--- config.mk ---
export PLATFORM = sky130hd
export DESIGN_NAME = wimax_burst_ctrl
export DESIGN_NICKNAME = d
export VERILOG_FILES = /design/src/rtl/wimax_burst_ctrl.sv
export SDC_FILE = /design/constraint.sdc
export NUM_CORES = 1
export LEC_CHECK = 0
export BUFFER_PORTS_ARGS = -buffer_cell sky130_fd_sc_hd__buf_2
export CAP_MARGIN = 0
export CORE_ASPECT_RATIO = 0.7
export CORE_MARGIN = 2
export CORE_UTILIZATION = 55
export DETAILED_ROUTE_END_ITERATION = 6
export PLACE_DENSITY = 0.9
export SYNTH_ARGS = -nofsm -noshare
export SYNTH_HDL_FRONTEND = slang
export SYNTH_SLANG_ARGS = --single-unit
export TNS_END_PERCENT = 20
--- constraint.sdc ---
create_clock -name clk -period 2.88 [get_ports clk]
set_clock_uncertainty 0.1 [all_clocks]
set_input_delay 0.432 -clock clk [delete_from_list [all_inputs] [get_ports clk]]
set_output_delay 0.432 -clock clk [all_outputs]
set_load 0.01 [all_outputs]
--- src/rtl/wimax_burst_ctrl.sv ---
// Burst sequencer ahead of the WiMAX randomizer: waits for PLL lock, reseeds the PRBS
// per 96-bit FEC block, gates the serial source through a valid/ready handshake, and spaces blocks with idle gaps.
module wimax_burst_ctrl #(
   parameter int BLOCK_BITS = 96,
   parameter int BLK_W      = 8,
   parameter int GAP_CYCLES = 4
) (
   input  logic             clk,
   input  logic             reset,
   input  logic             locked,
   input  logic             start,
   input  logic [BLK_W-1:0] num_blocks,
   input  logic             src_data,
   input  logic             src_valid,
   output logic             src_ready,
   output logic             prbs_load,
   output logic             prbs_en,
   output logic             prbs_valid_in,
   output logic             prbs_data_in,
   input  logic             prbs_ready,
   output logic             busy,
   output logic             done,
   output logic [BLK_W-1:0] blk_idx,
   output logic [6:0]       bit_idx,
   output logic             err_lock
);

   localparam int GAP_W = $clog2(GAP_CYCLES + 1);
   localparam logic [GAP_W-1:0] GAP_LAST = GAP_W'(GAP_CYCLES - 1);
   localparam logic [6:0] BIT_LAST = 7'(BLOCK_BITS - 1);

   typedef enum logic [2:0] {IDLE, WAIT_LOCK, LOAD, STREAM, GAP, DONE} state_t;

   state_t           state;
   state_t           state_next;
   logic [BLK_W-1:0] blk_count;
   logic [GAP_W-1:0] gap_cnt;
   logic             zero_done;
   logic             in_stream;
   logic             transfer;
   logic             last_bit;
   logic             last_blk;

   assign in_stream = (state == STREAM);
   assign transfer  = in_stream & src_valid & prbs_ready;
   assign last_bit  = transfer & (bit_idx == BIT_LAST);
   assign last_blk  = (blk_idx == blk_count - BLK_W'(1));

   // The handshake is a straight passthrough, but only while streaming a block.
   assign src_ready     = in_stream & prbs_ready;
   assign prbs_valid_in = in_stream & src_valid;
   assign prbs_data_in  = in_stream & src_data;

   // A zero-length burst finishes from IDLE via its own registered flag so busy never rises.
   assign prbs_load = (state == LOAD);
   assign prbs_en   = in_stream;
   assign busy      = (state != IDLE);
   assign done      = (state == DONE) | zero_done;

   always_ff @(posedge clk) begin
      if (reset) begin
         state <= IDLE;
      end else begin
         state <= state_next;
      end
   end

   always_comb begin
      state_next = state;
      case (state)
         IDLE:      if (start && num_blocks != '0) state_next = WAIT_LOCK;
         WAIT_LOCK: if (locked) state_next = LOAD;
         LOAD:      state_next = locked ? STREAM : IDLE;
         STREAM: begin
            if (!locked)       state_next = IDLE;
            else if (last_bit) state_next = last_blk ? DONE : GAP;
         end
         GAP: begin
            if (!locked)                  state_next = IDLE;
            else if (gap_cnt == GAP_LAST) state_next = LOAD;
         end
         DONE:    state_next = IDLE;
         default: state_next = IDLE;
      endcase
   end

   // Counters and sticky error; a transfer in the lock-loss cycle is still counted.
   always_ff @(posedge clk) begin
      if (reset) begin
         blk_count <= '0;
         blk_idx   <= '0;
         bit_idx   <= '0;
         gap_cnt   <= '0;
         err_lock  <= 1'b0;
         zero_done <= 1'b0;
      end else begin
         zero_done <= (state == IDLE) && start && (num_blocks == '0);
         case (state)
            IDLE: begin
               if (start) begin
                  err_lock <= 1'b0;
                  if (num_blocks != '0) begin
                     blk_count <= num_blocks;
                     blk_idx   <= '0;
                     bit_idx   <= '0;
                  end
               end
            end
            LOAD: begin
               bit_idx <= '0;
               if (!locked) err_lock <= 1'b1;
            end
            STREAM: begin
               if (transfer) bit_idx <= bit_idx + 7'd1;
               if (!locked) begin
                  err_lock <= 1'b1;
               end else if (last_bit && !last_blk) begin
                  blk_idx <= blk_idx + BLK_W'(1);
                  gap_cnt <= '0;
               end
            end
            GAP: begin
               gap_cnt <= gap_cnt + GAP_W'(1);
               if (!locked) err_lock <= 1'b1;
            end
            default: ;
         endcase
      end
   end

endmodule

==> results_dict.tcl <==
set metrics [dict create \
    power_density_mw_per_mm2 491.5 \
    area_growth_pct 15.97 \
    setup_viol 0 \
    tightest_slew_ns 0.6524 \
    clk_pin_slew_worst_paths_ns 0.07 \
    slew_headroom_pct 56.11 \
    grt_pass1_vias 1757 \
    worst_skew_pair.late_latency_ns 0.30 \
    synth_seq_cells 31 \
    required_ns 2.95 \
    synthTopCellsByArea "dfxtp_1 (31%), nand2_1 (4.7%), nor2_1 (4.7%)" \
    grt-ovfl-total 0 \
    maxCapViolCount 0 \
    core_mm2 0.003513 \
    cts_tree "done" \
    synth_cells 254 \
    dieArea_mm2 0.004153 \
    gp_congestion 0.9344 \
    synth_enable_flop_cells 0 \
    cts_made_buffers 5 \
    syn_nets 274 \
    drcViolationCount 0 \
    finalMaxSlewViolations 0 \
    avgSynthCellArea_um2 7.896 \
    finalHoldViolCount 0 \
    num_io_pins 38 \
    ys_warn_count 0 \
    drtAntennaViolNets 0 \
    nNetsFinal 310 \
    reg2reg_from "blk_count[0]$_SDFFE_PP0P_" \
    drt_first_pass_iters 5 \
    cp-end-kind "register" \
    finalInstanceArea_mm2 0.002326 \
    hold_path_class "in -> reg" \
    critPathMaxFanout 9 \
    grt_pass1_wl_um 8452 \
    placed_cell_area_mm2 0.002226 \
    start_util_pct 57.09 \
    drt-total-wl_um 5095 \
    synth.distinct_cells 53 \
    rows 18 \
    grt_max_degree 31 \
    cts_hold_buf 0 \
    antenna_found_initial 0 \
    fin_crit_ns 2.587 \
    placed_cells 333 \
    post_cts_buffers 0 \
    via_per_inst 5.956 \
    cts.repair.resized 0 \
    die_w_um 76.18 \
    place_hpwl_um 3787 \
    drive_above_1_share_pct 19.59 \
    fillers 305 \
    hp-start "num_blocks[3]" \
    rsz0062_at_grt "no" \
    period_share_pct 89.83 \
    drt-wirelength-per-cell_um 14.94 \
    drt-initial-drc-count 246 \
    tns_ns 0 \
    worst-setup-path-type "reg -> reg" \
    synth_ff_type "dfxtp_1" \
    die_y_um 54.53 \
    vdd_drop_max_mv 0.3286 \
    cts-htree-levels 2 \
    synth_top_area_share_pct 30.94 \
    leakage_nw 1.031 \
    startpoint "blk_count[0]$_SDFFE_PP0P_" \
    mostFrequentLayoutCell "buf_2" \
    clkSinkCount 31 \
    arrival_ns 2.66 \
    numPortBuffers 37 \
    final_cells 341 \
    ys_async_sr_fraction_pct 0 \
    syn_area_mm2 0.002006 \
    yosysTopAreaCell "dfxtp_1" \
    num_vias 2031 \
    synth-seq-area-share_pct 30.94 \
    grt_use_total_pct 26.41 \
    hold_ws_ns 0.2840 \
    status "finished clean" \
    max_freq_mhz 386.5 \
    cts_buffer_depth 2 \
    diodes 0 \
    startpoint_type "register" \
    cts-root-buf "clkbuf_8" \
    final_cell_mix "buf_2 (37), dfxtp_1 (31), nor2_1 (25), nand2_1 (25), a21oi_1 (18)" \
]
[metrics by stage]
step	worst slack, ns	util [%]	total power, W
detailed placement	0.3134	63.35	0.0007589
global placement	0.4321	63.35	0.0007499
finish	0.2928	66.20	0.001143
CTS	0.3113	66.20	0.001144
global route	0.01049	66.20	0.001200
floorplan	0.5596	-	0.0006908
[logic make-up after synthesis]
group,synth area share [%]
AO/OA/AOI/OAI,21.90
adder cells (fa/ha/maj),3.119
AND/OR/NAND/NOR,31.63
flip-flops,30.94
buffers and inverters,4.928
multiplexers,0.4991
XOR/XNOR,6.987
[state kept, by name, indices dropped and copies added (netlist names)]
| signal | count |
|---|---|
| blk_idx | 8 |
| state | 3 |
| blk_count | 8 |
| bit_idx | 7 |
| err_lock | 1 |
| zero_done | 1 |
| gap_cnt | 3 |
[worst max-delay path, stage by stage (launching register included)]
cell,delay (ns)
dfxtp_1,0.44
inv_1,0.07
ha_1,0.27
xor2_1,0.18
a31o_2,0.22
o31ai_1,0.38
o211ai_2,0.27
and4_1,0.25
or3_1,0.29
[per-layer routing]
metal / up-vias / part of all wire, % / track usage (%)
li1: 998 / - / -
met1: 934 / 49 / 37.36
met2: 89 / 42 / 39.88
met3: 10 / 8.0 / 5.446
met4: 0 / 1.6 / 10.91
met5: - / 0 / 0
[area by class of cell]
| cell class | instances | area [um^2] | area share, % |
|---|---|---|---|
| timing repair buffer | 40 | 207.7 | 8.930 |
| inverter | 13 | 48.80 | 2.098 |
| clock buffer | 8 | 100.1 | 4.303 |
| multi-input combinational | 199 | 1286 | 55.30 |
| sequential | 31 | 620.6 | 26.68 |
| tap | 50 | 62.56 | 2.690 |
[where the power goes]
group / total, W / internal (W) / switching, W
clock network: 0.000390 / 0.000218 / 0.000172
registers: 0.000486 / 0.000450 / 0.0000355
logic: 0.000267 / 0.000106 / 0.000161
total: 0.00114 / 0.000774 / 0.000369
[synth_stat cells (4+ instances only)]
library cell	count
dfxtp_1	31
nand2_1	25
nor2_1	25
a21oi_1	18
inv_1	13
xor2_1	10
clkbuf_1	8
nand3_1	8
nor3b_1	8
and3_1	7
nand4_1	7
nor3_1	7
xnor2_1	6
ha_1	5
o21ai_0	5
or3_1	5
and2_1	4
and4_1	4
o21a_1	4
[final timing paths]
path	to	slack, ns	cells after the start
setup / recovery	blk_idx[7]$_SDFFE_PP0P_	0.29	8
hold / removal	blk_count[3]$_SDFFE_PP0P_	0.28	3
setup reg to reg	blk_idx[7]$_SDFFE_PP0P_	0.29	8
hold reg to reg	err_lock$_SDFFE_PP0P_	0.38	1
Power figures use the tool's default switching activity.
